$ cat config.mk
export PLATFORM = sky130hd
export DESIGN_NAME = rst_seq_flat
export DESIGN_NICKNAME = d
export VERILOG_FILES = /design/src/rtl/rst_seq_pkg.sv /design/src/rtl/rst_seq_if.sv /design/src/rtl/sync_debounce.sv /design/src/rtl/rst_seq.sv /design/src/flat_wrapper.sv
export VERILOG_INCLUDE_DIRS = /design/src /design/src/rtl
export SDC_FILE = /design/constraint.sdc
export NUM_CORES = 1
export LEC_CHECK = 0
export CORE_ASPECT_RATIO = 0.8
export CORE_MARGIN = 2
export CORE_UTILIZATION = 50
export DETAILED_ROUTE_END_ITERATION = 16
export PLACE_DENSITY_LB_ADDON = 0.3
export SYNTH_ARGS = -nofsm -noshare
export SYNTH_HDL_FRONTEND = slang
export SYNTH_SLANG_ARGS = --single-unit
$ cat constraint.sdc
create_clock -name clk -period 1.8 [get_ports clk]
set_input_delay 0.45 -clock clk [delete_from_list [all_inputs] [get_ports clk]]
set_output_delay 0.45 -clock clk [all_outputs]
set_load 0.05 [all_outputs]
$ cat src/rtl/rst_seq_defs.vh
// rst_seq_defs: FSM state encodings and the rst_count saturation value shared by the rst_seq slice.
`ifndef RST_SEQ_DEFS_VH
`define RST_SEQ_DEFS_VH
`define ST_ASSERT     2'd0
`define ST_HOLD       2'd1
`define ST_RELEASE    2'd2
`define ST_RUN        2'd3
`define RST_COUNT_MAX 8'd255
`endif

$ cat src/rtl/rst_seq_pkg.sv
// rst_seq_pkg: state type, rst_count saturation limit and saturating increment for rst_seq.
package rst_seq_pkg;
`include "rst_seq_defs.vh"
    typedef enum logic [1:0] {
        ST_ASSERT  = `ST_ASSERT,
        ST_HOLD    = `ST_HOLD,
        ST_RELEASE = `ST_RELEASE,
        ST_RUN     = `ST_RUN
    } state_t;
    localparam logic [7:0] RST_COUNT_MAX = `RST_COUNT_MAX;
    function automatic logic [7:0] sat_inc(input logic [7:0] v);
        return v == RST_COUNT_MAX ? v : v + 8'd1;
    endfunction
endpackage

$ cat src/rtl/rst_seq_if.sv
// rst_seq_if: reset-request inputs and reset outputs of rst_seq.
//   btn_rst/locked: raw asynchronous request and clock-good flag
//   rst_out/ready/rst_count: registered domain resets, all-released flag, re-entry count
//   master = board side, slave = rst_seq
interface rst_seq_if #(parameter int NUM_DOMAINS = 3);
    logic                   btn_rst;
    logic                   locked;
    logic [NUM_DOMAINS-1:0] rst_out;
    logic                   ready;
    logic [7:0]             rst_count;
    modport master (output btn_rst, locked, input rst_out, ready, rst_count);
    modport slave  (input btn_rst, locked, output rst_out, ready, rst_count);
endinterface

$ cat src/rtl/sync_debounce.sv
// sync_debounce: STAGES-flop synchronizer followed by an optional debounce filter.
//   clk/rst: clock and synchronous active-high reset
//   din: asynchronous input; dout: synchronized (and debounced) output
//   DEBOUNCE_CYCLES=0 gives a plain synchronizer
module sync_debounce #(
    parameter int STAGES          = 2,
    parameter int DEBOUNCE_CYCLES = 1024,
    parameter int CNT_W           = 16
) (
    input  logic clk,
    input  logic rst,
    input  logic din,
    output logic dout
);
    logic [STAGES-1:0] sync;
    always_ff @(posedge clk)
        sync <= rst ? '0 : {sync[STAGES-2:0], din};
    if (DEBOUNCE_CYCLES == 0) begin : g_sync
        assign dout = sync[STAGES-1];
    end else begin : g_deb
        logic [CNT_W-1:0] cnt;
        logic             deb;
        // the output follows only after DEBOUNCE_CYCLES consecutive disagreeing samples
        always_ff @(posedge clk) begin
            if (rst) begin
                cnt <= '0;
                deb <= 1'b0;
            end else if (sync[STAGES-1] == deb) begin
                cnt <= '0;
            end else if (cnt == CNT_W'(DEBOUNCE_CYCLES - 1)) begin
                cnt <= '0;
                deb <= sync[STAGES-1];
            end else begin
                cnt <= cnt + CNT_W'(1);
            end
        end
        assign dout = deb;
    end
endmodule

$ cat src/rtl/rst_seq.sv
// rst_seq: reset sequencer holding reset after clock-good, then releasing domains in staggered order.
//   clk/rst: buffered global clock and synchronous active-high reset
//   bus (slave): btn_rst/locked in; rst_out/ready/rst_count out (all registered)
module rst_seq import rst_seq_pkg::*; #(
    parameter int SYNC_STAGES     = 2,
    parameter int DEBOUNCE_CYCLES = 1024,
    parameter int HOLD_CYCLES     = 256,
    parameter int NUM_DOMAINS     = 3,
    parameter int STAGGER_CYCLES  = 16,
    parameter int CNT_W           = 16
) (
    input logic     clk,
    input logic     rst,
    rst_seq_if.slave bus
);
    state_t                 state, state_n;
    logic [CNT_W-1:0]       cnt, cnt_n;
    logic [NUM_DOMAINS-1:0] rst_out, rst_out_n;
    logic                   ready, ready_n;
    logic [7:0]             rst_count, rst_count_n;
    logic                   btn_deb, locked_s, fault, step;
    sync_debounce #(.STAGES(SYNC_STAGES), .DEBOUNCE_CYCLES(DEBOUNCE_CYCLES), .CNT_W(CNT_W)) u_btn (
        .clk(clk), .rst(rst), .din(bus.btn_rst), .dout(btn_deb)
    );
    sync_debounce #(.STAGES(SYNC_STAGES), .DEBOUNCE_CYCLES(0), .CNT_W(CNT_W)) u_locked (
        .clk(clk), .rst(rst), .din(bus.locked), .dout(locked_s)
    );
    assign fault = btn_deb | ~locked_s;
    // end of the current HOLD period or stagger gap
    assign step = cnt == CNT_W'((state == ST_HOLD ? HOLD_CYCLES : STAGGER_CYCLES) - 1);
    // rst_out doubles as the stagger index: each release shifts one more zero in from bit 0
    always_comb begin
        state_n     = state;
        cnt_n       = cnt;
        rst_out_n   = rst_out;
        ready_n     = ready;
        rst_count_n = rst_count;
        if (state == ST_ASSERT) begin
            state_n = fault ? ST_ASSERT : ST_HOLD;
        end else if (fault) begin
            state_n     = ST_ASSERT;
            cnt_n       = '0;
            rst_out_n   = '1;
            ready_n     = 1'b0;
            rst_count_n = sat_inc(rst_count);
        end else if (state != ST_RUN) begin
            cnt_n = step ? '0 : cnt + CNT_W'(1);
            if (step) begin
                rst_out_n = rst_out << 1;
                ready_n   = rst_out_n == '0;
                state_n   = ready_n ? ST_RUN : ST_RELEASE;
            end
        end
    end
    always_ff @(posedge clk) begin
        if (rst) begin
            state     <= ST_ASSERT;
            cnt       <= '0;
            rst_out   <= '1;
            ready     <= 1'b0;
            rst_count <= '0;
        end else begin
            state     <= state_n;
            cnt       <= cnt_n;
            rst_out   <= rst_out_n;
            ready     <= ready_n;
            rst_count <= rst_count_n;
        end
    end
    assign bus.rst_out   = rst_out;
    assign bus.ready     = ready;
    assign bus.rst_count = rst_count;
endmodule

$ cat src/flat_wrapper.sv
// flat-port wrapper written by rule: the top's interface ports become plain ports
module rst_seq_flat import rst_seq_pkg::*;
#(
    parameter int SYNC_STAGES     = 2,
    parameter int DEBOUNCE_CYCLES = 1024,
    parameter int HOLD_CYCLES     = 256,
    parameter int NUM_DOMAINS     = 3,
    parameter int STAGGER_CYCLES  = 16,
    parameter int CNT_W           = 16
)
  (clk, rst, bus_btn_rst, bus_locked, bus_rst_out, bus_ready, bus_rst_count);
  rst_seq_if #(.NUM_DOMAINS(NUM_DOMAINS)) bus_i ();
  input logic clk;
  input logic rst;
  input wire logic [$bits(bus_i.btn_rst)-1:0] bus_btn_rst;
  input wire logic [$bits(bus_i.locked)-1:0] bus_locked;
  output wire logic [$bits(bus_i.rst_out)-1:0] bus_rst_out;
  output wire logic [$bits(bus_i.ready)-1:0] bus_ready;
  output wire logic [$bits(bus_i.rst_count)-1:0] bus_rst_count;
  assign bus_i.btn_rst = bus_btn_rst;
  assign bus_i.locked = bus_locked;
  assign bus_rst_out = bus_i.rst_out;
  assign bus_ready = bus_i.ready;
  assign bus_rst_count = bus_i.rst_count;
  rst_seq #(.SYNC_STAGES(SYNC_STAGES), .DEBOUNCE_CYCLES(DEBOUNCE_CYCLES), .HOLD_CYCLES(HOLD_CYCLES), .NUM_DOMAINS(NUM_DOMAINS), .STAGGER_CYCLES(STAGGER_CYCLES), .CNT_W(CNT_W)) u_core (.clk(clk), .rst(rst), .bus(bus_i));
endmodule
==> metrics, run 1 <==
initial antenna violation count 0; CP Cell Sequence nand4_2 -> or4_4 -> or3_1 -> a21oi_1; Die X 80.8 um; Startpoint Class flop; Final Routed Wirelength 4590 um; minimum clock period 1.70 ns; DRC 0; YS warnings 0; Leakage 0.938 nW; WL/cell 12.4 um; WP data required 2.04 ns; cell count after synthesis 270; Max Root-Sink Buffers 2; GRT overflow 0; Placeable Area 4570 um^2; vias in the first global route 1,708; met3 wire length 194 um; EDFF count, synth 0; sequential element share of the synthesized area 0.432; CTS Root Cell clkbuf_8; Post-Layout Cell Count 370; RSZ-0062 raised after global routing true; Power Density 675 nW/um^2; largest net degree at the start of global routing 17; Synth Flop Type dfxtp_1; Layout area overhead 20.1%; fin util 0.620; Max Fclk 590 MHz; highest routed metal layer met4; final setup fails 0; Synth cell types 41; Worst path slowest cell or4_4; via count 2,029; # nets final 316; combinational power share 0.032; clock-pin slew on the worst setup and hold paths 0.09 ns; share of layout cells above drive strength 1 0.194; GPL Wtd Cong 0.807; Detail Placement HPWL 3260 um; die area 5290 um^2; first-pass GRT wire length 7940 um; worst setup margin 0.104 ns; Starting Density 0.517; vias per cell 5.48; syn_area_per_cell 8.74 um^2; clk sinks 51; Clk pwr share 0.373; final cycle utilization of the critical path 0.942; Inserted Clock Buffers 5; first-pass detailed-route iteration total 4; row count 22; Max FO, Critical Path 5; CP arrival 1.94 ns; DR WL met2 1950 um; switching share of power 0.209; Hold Crit Class reg -> reg; WL met1 2390 um; crit path capture type flop; Place WS -0.165 ns; Yosys reg bits 51; CTS H-tree lvls 2; Slew @ Worst Pin 0.450 ns; sequential power share 0.595; Slew Limit Fails 0; Hold Fails Final Rpt 0; CP peak stage delay 0.59 ns; port buffer count 15; I/O pin count 16; CTS tree built; Rel. slew slack 0.699; Inst Count DP 362; worst setup path category reg -> reg; postcts setup bufs 0; Synth Cell Area 2360 um^2; Total Routing Usage GR 0.194; Psw 0.000400 W; clock latency at the later pin of the worst-skew pair 0.30 ns; Max IR drop VDD 0.554 mV; initial detailed-routing violation count 180; status finished, final reports clean; ant diodes 0; Int Power 0.00151 W; final clock skew 0.00354 ns; asr flop ratio synth 0; Synth Net Count 277; post-route ant nets 0; Die H 65.5 um; # Max-Cap Violations 0
## synth_stat cells, drive strengths merged (5+ instances only)
library cell	number	area, um^2
nand4	10	68.8
mux2i	9	90.1
clkbuf	5	21.3
or4	5	41.3
o21ai	10	50.0
nand3	17	85.1
nor3	5	25.0
nor2b	8	50.1
xnor2	22	193
buf	7	42.5
or3	7	43.8
inv	5	18.8
dfxtp	51	1020
nor4	15	100
nor2	40	150
a21oi	11	55.1
nand2	11	41.3
## timing repair
item / 4_1_cts / 5_1_grt
setup endpoints to repair: 0 / 26
hold buffers: 0 / 0
gates resized for setup: 0 / 6
## cell type report
type | count | area (um^2)
inverter | 5 | 18.8
timing repair buffer | 44 | 342
tap | 60 | 75.1
clock buffer | 8 | 100
sequential | 51 | 1030
multi-input combinational | 202 | 1270
fill | 418 | 1730
## stage by stage
step	hold slack, ns	TNS, ns	cell area [um^2]	power [W]
after global placement	0.417	-0.203	2710	0.00123
after detailed placement	0.420	-0.310	2710	0.00123
after CTS	0.441	0	2810	0.00193
after global routing	0.454	-0.00499	2840	0.00199
after floorplan	0.414	0	2360	0.00120
final	0.440	0	2840	0.00191
## cell usage in the layout (no fill, tap or decap), types with 3 or more instances in the layout
cell             instances
and3_1                   3
nor3b_1                  3
or3_1                    7
o31ai_1                  4
buf_4                   40
o21ai_0                  9
nor4_1                  13
nor2_1                  40
o211ai_1                 4
xor2_1                   4
clkdlybuf4s50_1          3
nand2_1                 11
clkbuf_8                 7
nand3_1                 17
a21oi_1                 11
ha_1                     3
dfxtp_1                 46
nor3_1                   5
or4_1                    4
xnor2_1                 22
mux2i_1                  9
dfxtp_2                  5
nand4_1                  9
inv_1                    5
nor2b_1                  8
## path summary, 6_finish.rpt
check	from	endpoint	slack [ns]	depth (start not counted)
setup reg to reg	u_core.cnt[6]	u_core.cnt[13]	0.10	4
hold / removal	u_core.u_btn.sync[0]	u_core.u_btn.sync[1]	0.44	1
hold reg to reg	u_core.u_btn.sync[0]	u_core.u_btn.sync[1]	0.44	1
setup / recovery	u_core.cnt[6]	u_core.cnt[13]	0.10	4
## flip-flops by register name, indices dropped and copies added (netlist names)
signal,flops
u_core.state,2
u_core.cnt,16
u_core.u_locked.sync,2
u_core.bus.rst_count,8
u_core.bus.rst_out,3
u_core.u_btn.g_deb.cnt,16
u_core.u_btn.sync,2
u_core.u_btn.dout,1
u_core.bus.ready,1
## power groups by stage
stage | sequential (W) | combinational (W) | clock, W
floorplan | 0.00117 | 0.0000319 | 0
global placement | 0.00117 | 0.0000597 | 0
detailed placement | 0.00117 | 0.0000600 | 0
CTS | 0.00114 | 0.0000602 | 0.000730
global route | 0.00114 | 0.0000671 | 0.000780
finish | 0.00114 | 0.0000605 | 0.000714
## worst max-delay path, delay by kind of cell (launching register included)
kind | cells | cell delay [ns]
AOI/OAI and AO/OA | 1 | 0.14
DFF | 1 | 0.39
and+or+nand+nor | 3 | 1.09
## logic make-up after synthesis
group / count (synthesis) / share of synthesized area
mux: 9 / 0.0382
compound gates: 32 / 0.0784
flops: 51 / 0.432
xor+xnor: 26 / 0.0964
simple gates: 132 / 0.304
fa+ha+maj: 3 / 0.0159
buf+inv: 17 / 0.0350
## per-layer routing
layer,global-route usage,vias to the layer above
li1,-,1038
met1,0.283,948
met2,0.274,37
met3,0.0549,6
met4,0.0614,0
met5,0,-
No activity file was read; power rests on OpenSTA's default activity.
==> inputs of run 2 (changes only) <==
- SLEW_MARGIN: unset -> 20
==> results of run 2 <==
Same layout as run 1: the final DEF is identical, and so are final timing and power.
